File: src/rtl/spi_pkg.sv
// Shared SPI receive-path definitions: state encoding and the default word width.
package spi_pkg;

    localparam int SPI_DATA_W = 8;

    typedef enum logic [1:0] {
        IDLE = 2'd0,
        DATA = 2'd1,
        PAR  = 2'd2,
        DONE = 2'd3
    } state_t;

endpackage

File: src/rtl/spi_shift_in.sv
// Serial-in/parallel-out register with shift enable and clear.
// SPI_FRAME_RX_LSB_FIRST_EN selects LSB-first shifting (first bit ends in q[0]).
module spi_shift_in #(
    parameter int DATA_W = 8
) (
    input  logic              clk,
    input  logic              reset,
    input  logic              clr,
    input  logic              en,
    input  logic              in,
    output logic [DATA_W-1:0] q
);

    always_ff @(posedge clk) begin
        if (reset || clr) begin
            q <= '0;
        end else if (en) begin
`ifdef SPI_FRAME_RX_LSB_FIRST_EN
            q <= {in, q[DATA_W-1:1]};
`else
            q <= {q[DATA_W-2:0], in};
`endif
        end
    end

endmodule

File: src/rtl/spi_frame_rx.sv
// SPI frame deserialiser: DATA_W data bits plus one odd-parity bit, checked
// against the parity FSM. Bit order set by SPI_FRAME_RX_LSB_FIRST_EN (default MSB first).
module spi_frame_rx
    import spi_pkg::*;
#(
    parameter int DATA_W = SPI_DATA_W,
    parameter int CNT_W  = $clog2(DATA_W + 2)
) (
    input  logic              clk,
    input  logic              reset,
    input  logic              cs,
    input  logic              sample,
    input  logic              in,
    input  logic              parity_bit,
    output logic [DATA_W-1:0] data,
    output logic              valid,
    output logic              parity_err,
    output logic              frame_err
);

    localparam logic [CNT_W-1:0] LAST_DATA = CNT_W'(DATA_W - 1);

    state_t            state;
    logic [CNT_W-1:0]  count;
    logic [DATA_W-1:0] shreg;
    logic              shift_en;

    // Only data bits enter the register; the parity bit and post-frame samples do not.
    assign shift_en = !cs && sample && (state == IDLE || state == DATA);

    spi_shift_in #(.DATA_W(DATA_W)) u_shift (
        .clk   (clk),
        .reset (reset),
        .clr   (cs),
        .en    (shift_en),
        .in    (in),
        .q     (shreg)
    );

    always_ff @(posedge clk) begin
        if (reset) begin
            state      <= IDLE;
            count      <= '0;
            data       <= '0;
            valid      <= 1'b0;
            parity_err <= 1'b0;
            frame_err  <= 1'b0;
        end else begin
            valid     <= 1'b0;
            frame_err <= 1'b0;
            if (cs) begin
                // Deselect aborts any frame; only a partially received one is an error.
                state     <= IDLE;
                count     <= '0;
                frame_err <= (state == DATA) || (state == PAR);
            end else if (sample) begin
                case (state)
                    IDLE: begin
                        count <= CNT_W'(1);
                        state <= (DATA_W == 1) ? PAR : DATA;
                    end
                    DATA: begin
                        count <= count + 1'b1;
                        if (count == LAST_DATA)
                            state <= PAR;
                    end
                    PAR: begin
                        data       <= shreg;
                        parity_err <= (in != parity_bit);
                        valid      <= 1'b1;
                        state      <= DONE;
                    end
                    default: ;
                endcase
            end
        end
    end

endmodule

File: config.mk
export PLATFORM = sky130hd
export DESIGN_NAME = spi_frame_rx
export DESIGN_NICKNAME = d
export VERILOG_FILES = /design/src/rtl/spi_pkg.sv /design/src/rtl/spi_shift_in.sv /design/src/rtl/spi_frame_rx.sv
export SDC_FILE = /design/constraint.sdc
export NUM_CORES = 1
export LEC_CHECK = 0
export BUFFER_PORTS_ARGS = -buffer_cell sky130_fd_sc_hd__buf_2
export CAP_MARGIN = 20
export CORE_MARGIN = 4
export CORE_UTILIZATION = 40
export CTS_BUF_LIST = sky130_fd_sc_hd__clkbuf_8
export CTS_CLUSTER_DIAMETER = 80
export CTS_CLUSTER_SIZE = 20
export DETAILED_ROUTE_END_ITERATION = 10
export MAX_ROUTING_LAYER = met4
export PLACE_DENSITY = 0.67
export SYNTH_ARGS = -nofsm -noshare
export SYNTH_HDL_FRONTEND = slang
export SYNTH_SLANG_ARGS = --single-unit
File: constraint.sdc
create_clock -name clk -period 4.9 [get_ports clk]
set_clock_uncertainty 0.2 [all_clocks]
set_input_delay 1.47 -clock clk [delete_from_list [all_inputs] [get_ports clk]]
set_output_delay 1.47 -clock clk [all_outputs]
set_load 0.02 [all_outputs]
# Word-level counts from Yosys, hierarchy flattened
# Cells that the tools add are included.
# op_classes
mux	4
addsub	1
n_bitwise	2
reduce_logical	15
n_eq_ne	5
# op_table
operator	count
case mux 4 bit (2 select lines)	1
case mux 2 bit (3 select lines)	1
AND reduction 3 bit	2
adder 4 x 1 -> 4 bit, second input constant	1
== test 4 x 3 -> 1 bit, second input constant	1
OR reduction 2 bit	2
logical OR 1 bit	3
nonzero test 3 bit	1
OR reduction 3 bit	1
== test 2 x 1 -> 1 bit, second input constant	1
== test 2 bit, second input constant	1
logical AND 1 bit	2
logical NOT 2 bit	1
two-way mux 2 bit	1
inequality test 2 x 1 -> 1 bit, second input constant	1
NOT 1 bit	2
AND reduction 2 bit	1
nonzero test 2 bit	1
logical NOT 1 bit	1
two-way mux 1 bit	1
inequality test 1 bit	1
# totals
out_inout_bits	11
register_bits	25
word_cells	34

# Longest topological paths before layout
# Gate-level depths: netlist of run 1.
# depth
depth_word	3
depth_mapped	6
depth_no_buf	5

# By module
# From an unflattened synthesis of run 1, not the netlist that was laid out.
# unflattened
hier_cells	107
hier_area_um2	1058.5
# by_module_without_submodules
mod	cells_each	area_per_inst_um2	instances
spi_frame_rx	80	763.2	1
spi_shift_in	27	295.3	1

# Worst setup path before layout of run 1
# Ideal clock, no wire load.
# synth_path
path_type	input port to flip-flop
start	input cs
end	register count[3]
arrival_ns	2.247
cell_stages	3
setup_slack_ns	2.378
path_cell_list	or2_1 -> or4b_1 -> o21ai_0
# synth_between
elab_chain_len	1
# synth_lines
item	line_no	source
start, declared	spi_frame_rx.sv:11	input logic cs,
OR reduction 2 bit (no source line)	-	
end signal, assigned	spi_frame_rx.sv:63	count <= count + 1'b1;
end, declared	spi_frame_rx.sv:24	logic [CNT_W-1:0] count;
# Every way passes these cells.
# A chain may end at the register's enable or synchronous reset.

# Final worst setup path of run 1
# layout_path
start	input reset
end	register count[3]
# layout_between
elab_chain_len	1
# layout_lines
item	line_no	source
start, declared	spi_frame_rx.sv:10	input logic reset,
OR reduction 2 bit (no source line)	-	
# Every way passes these cells.

==> results of run 1 <==
[through the flow]
step / cell area [um2] / cells
floorplan: 1070 / 127
global placement: 1160 / 167
detailed placement: 1160 / 167
CTS: 1210 / 171
global route: 1210 / 172
finish: 1210 / 172
[tightest hold or removal path: cells and delay by family, from the launching register on]
kind,cells,cell delay (ns)
AND/OR/NAND/NOR,1,0.05
flip-flops,1,0.31
AO/OA/AOI/OAI,1,0.05
[worst paths after layout]
check                start  depth (start not counted)  endpoint  slack (ns)
setup / recovery     reset                          4  count[3]        2.23
hold reg to reg    data[3]                          2   data[3]        0.25
setup reg to reg  state[1]                          5  count[3]        3.09
hold / removal     data[3]                          2   data[3]        0.25
[registers in the layout, indices dropped and copies added, names as in the netlist]
name / flops
state: 2
u_shift.q: 8
valid: 1
parity_err: 1
data: 8
count: 4
frame_err: 1
[cells by family after synthesis]
family | count (synthesis) | synth area share
XOR/XNOR | 1 | 0.00818
AO/OA/AOI/OAI | 32 | 0.152
buffers and inverters | 8 | 0.0339
multiplexers | 2 | 0.0187
AND/OR/NAND/NOR | 53 | 0.250
adder cells (fa/ha/maj) | 6 | 0.0701
flip-flops | 25 | 0.467
[cell usage after synthesis (all sizes together)]
cell	number
mux2i	2
or2	2
nand2b	3
inv	2
xor2	1
nand3	18
nor3	1
buf	3
clkbuf	3
a21oi	21
dfxtp	25
or3	1
and3b	1
nand2	14
ha	6
nand3b	3
nor2	6
o21ai	10
a211oi	1
nor2b	3
or4b	1
[layer usage]
metal	up-vias	wire length, um	GRT usage
met1	427	1060	0.184
li1	466	-	-
met2	11	994	0.221
met4	0	51	0.0759
met3	5	57	0.0259
met5	-	0	-
[power breakdown]
group          internal (mW)  leakage [nW]  total, mW  switching [mW]
combinational        0.00786         0.236     0.0238          0.0160
sequential             0.204         0.202      0.206         0.00156
clock                 0.0570        0.0255      0.123          0.0656
total                  0.269         0.463      0.352          0.0831
[cell type report]
type	count	area (um2)	share of cell area
multi-input cells	94	534	0.440
flip-flops and latches	25	500	0.412
repair buffers	17	87.6	0.0722
clock buffers	3	41.3	0.0340
well taps	30	37.5	0.0309
inverters	2	7.51	0.00619
clock inverters	1	5.00	0.00412
==> flow_summary.ini, run 1 <==
[run_status]
status = finished, final reports clean

[route]
route.final.wire_length_um = 2170
antenna_left = 0
num_vias = 909
drt-initial-drc-count = 12
wl_per_cell_um = 12.6
first_pass_iters = 4
viasPerCell = 5.28
drc = 0

[clocking]
hold_buffers = 0
clock_sinks = 25
clk-insertion-delay-late_ns = 0.27
cts_buffers = 3
cts_resized = 0
cts_tree = built
clk_pin_slew_ns = 0.08
cts_buffer_depth = 2
cts_root_buffer = clkbuf_8
htreeDepth = 1
cts_setup_buffers = 0

[finish]
layout_common_cells = 25 x dfxtp_1, 21 x a21oi_1, 18 x nand3_1, 16 x buf_2, 14 x nand2_1
post-route-util = 0.481
fin_nets = 155
nFillCells = 254
layout_commonest_cell = dfxtp_1
antenna_cells = 0
drive_above_1_share = 0.155
synthToLayoutAreaGrowth_pct = 13.3

[yosys]
avgSynthCellArea_um2 = 8.43
seq_area_frac_synth = 0.467
yosys.cell_types.count = 23
synth_area_mm2 = 0.00107
synthTopCellsByArea = dfxtp_1 47%, a21oi_1 9.8%, nand3_1 8.4%
syn_inst = 127
yosys_warnings = 0
yosys.area.top_type = dfxtp_1
synth.net_count = 139
yosysTopAreaCellShare = 0.467
ys_ff_latch = 25

[pwr]
p_total_mw = 0.352
vdd_drop_max_uv = 164
power.density_mw_per_mm2 = 290
p_leak_nw = 0.463

[worst_setup_path]
cp_max_fo = 14
worst-path-buf-inv = 1
crit_type = in -> reg
crit_required_ns = 4.90
cp_slowest_cell = or4b_1
worstSetupStartpointType = primary input
critPathTopFamily = simple AND/OR/NAND/NOR gates
crit_chain = buf_2 > or2_1 > or4b_1 > o21ai_0
arrival_ns = 2.67
slowest_delay_ns = 0.55
cp-end-kind = flop

[floorplan]
dieArea_mm2 = 0.00357
core_area_mm2 = 0.00252
die_w_um = 59.7
pin_count = 17
rows = 18
die_h_um = 59.7
start_util = 0.425

[global_route]
grt_pass1_wl_um = 3900
grt_antenna_before_repair = 0
grt_max_degree = 18
gr-usage-all-layers = 0.146
grt_pass1_vias = 869
overflow = 0

[placed_design]
place_congestion = 0.753
dpl_worst_slack_ns = 1.83
numPortBuffers = 16
detailed_place_hpwl_um = 1610

[timing]
fin_hold_ws_ns = 0.253
rsz0062_at_grt = no
slew_headroom = 0.718
hold_viol_final = 0
setup-tns-final_ns = 0
min_period_ns = 2.67
setup_slack_ns = 2.23
finalSetupViolations = 0
finalMaxSlewViolations = 0
worst_pin_slew_ns = 0.421
period_share = 0.544
clock.fmax_mhz = 375

[hold_path]
hold_class = reg -> reg

[run]
drv_cap = 0
Power figures use the tool's default switching activity.
==> run 2, diff against run 1 <==
- clock period: 4.9 -> 2.63 ns (I/O delays scaled with it)
==> run 2 against run 1 <==
Against the previous run:
- critical endpoint unchanged
- sequential power up 86%
- combinational power up 92%
- hold slack better by 0.0061 ns
- largest power group unchanged
==> flow_summary.ini, run 2 (synthesis gave the netlist of run 1 again) <==
[timing]
slew_headroom = 0.716
clock.fmax_mhz = 510
finalSetupViolations = 0
setup-tns-final_ns = 0
rsz0062_at_grt = no
period_share = 0.746
hold_viol_final = 0
finalMaxSlewViolations = 0
worst_pin_slew_ns = 0.425
min_period_ns = 1.96

[finish]
antenna_cells = 0
layout_commonest_cell = dfxtp_1
fin_nets = 155
reg_top3 = data x8, u_shift.q x8, count x4
final_cells = 172
nFillCells = 252
synthToLayoutAreaGrowth_pct = 13.6
layout_common_cells = 25 x dfxtp_1, 21 x a21oi_1, 18 x nand3_1, 16 x buf_2, 14 x nand2_1
drive_above_1_share = 0.155

[worst_setup_path]
cp_slowest_cell = or4b_1
arrival_ns = 1.96
cp-end-kind = flop
slowest_delay_ns = 0.53
crit_type = in -> reg
crit_required_ns = 2.63
r2r_setup_slack_ns = 0.78
r2r_cells = 5
worstSetupStartpointType = primary input
cp_max_fo = 14
crit_chain = buf_2 > or2_1 > or4b_1 > o21ai_0

[placed_design]
place_congestion = 0.802
dp_cells = 168
detailed_place_hpwl_um = 1570
numPortBuffers = 16

[route]
num_vias = 936
drt-initial-drc-count = 42
first_pass_iters = 4
route.final.wire_length_um = 2190
wl_per_cell_um = 12.7
drc = 0
antenna_left = 0
viasPerCell = 5.44

[pwr]
p_leak_nw = 0.460
vdd_drop_max_uv = 260
power.density_mw_per_mm2 = 544

[floorplan]
start_util = 0.425
core_area_mm2 = 0.00252
pin_count = 17
die_h_um = 59.7
rows = 18
die_w_um = 59.7
dieArea_mm2 = 0.00357

[global_route]
grt_antenna_before_repair = 0
grt_max_degree = 18
gr-usage-all-layers = 0.139
overflow = 0
grt_pass1_vias = 854
grt_pass1_wl_um = 3700

[clocking]
clock_sinks = 25
clk-insertion-delay-late_ns = 0.27
cts_root_buffer = clkbuf_8
cts_resized = 0
clk_pin_slew_ns = 0.09
cts_buffer_depth = 2
cts_tree = built
cts_setup_buffers = 0
htreeDepth = 1
hold_buffers = 0
cts_buffers = 3

[hold_path]
min_path_cells = 2
hold_class = reg -> reg

[run]
drv_cap = 0

[run_status]
status = finished, final reports clean
## run 2: report_power, final
| group | leakage, nW | switching, mW | internal [mW] |
|---|---|---|---|
| combinational | 0.236 | 0.0309 | 0.0148 |
| clock | 0.0217 | 0.125 | 0.107 |
| sequential | 0.202 | 0.00291 | 0.381 |
## run 2: final cells by class
type,instances,area (um2),area share
multi-input combinational,94,534,0.439
timing repair buffer,17,87.6,0.0720
inverter,2,7.51,0.00617
clock buffer,3,41.3,0.0340
tap,30,37.5,0.0309
clock inverter,1,7.51,0.00617
sequential,25,500,0.412
## run 2: metrics by stage
stage / cell area (um2) / util / power [mW] / setup slack, ns / hold WS (ns)
after floorplan: 1070 / - / 0.423 / 0.789 / 0.239
after global placement: 1170 / 0.463 / 0.436 / 0.417 / 0.245
after detailed placement: 1170 / 0.463 / 0.437 / 0.369 / 0.252
after CTS: 1220 / 0.482 / 0.666 / 0.662 / 0.265
after global routing: 1220 / 0.482 / 0.683 / 0.582 / 0.277
final: 1220 / 0.482 / 0.661 / 0.668 / 0.259
## run 2: per-layer routing
layer,global-route usage,part of all wire
met4,0.0823,0.015
met3,0.0194,0.044
met5,-,0
met2,0.208,0.46
met1,0.178,0.48
## run 2: worst max-delay path, delay by kind of cell
family                 cells  cell delay [ns]
buffers and inverters      1             0.18
AOI/OAI and AO/OA          1             0.08
and+or+nand+nor            2             0.91
## run 2: path summary, 6_finish.rpt
check                               from        to
worst min register to register   data[7]   data[7]
worst max-delay path               reset  count[3]
worst max register to register  state[1]  count[3]
worst min-delay path             data[7]   data[7]
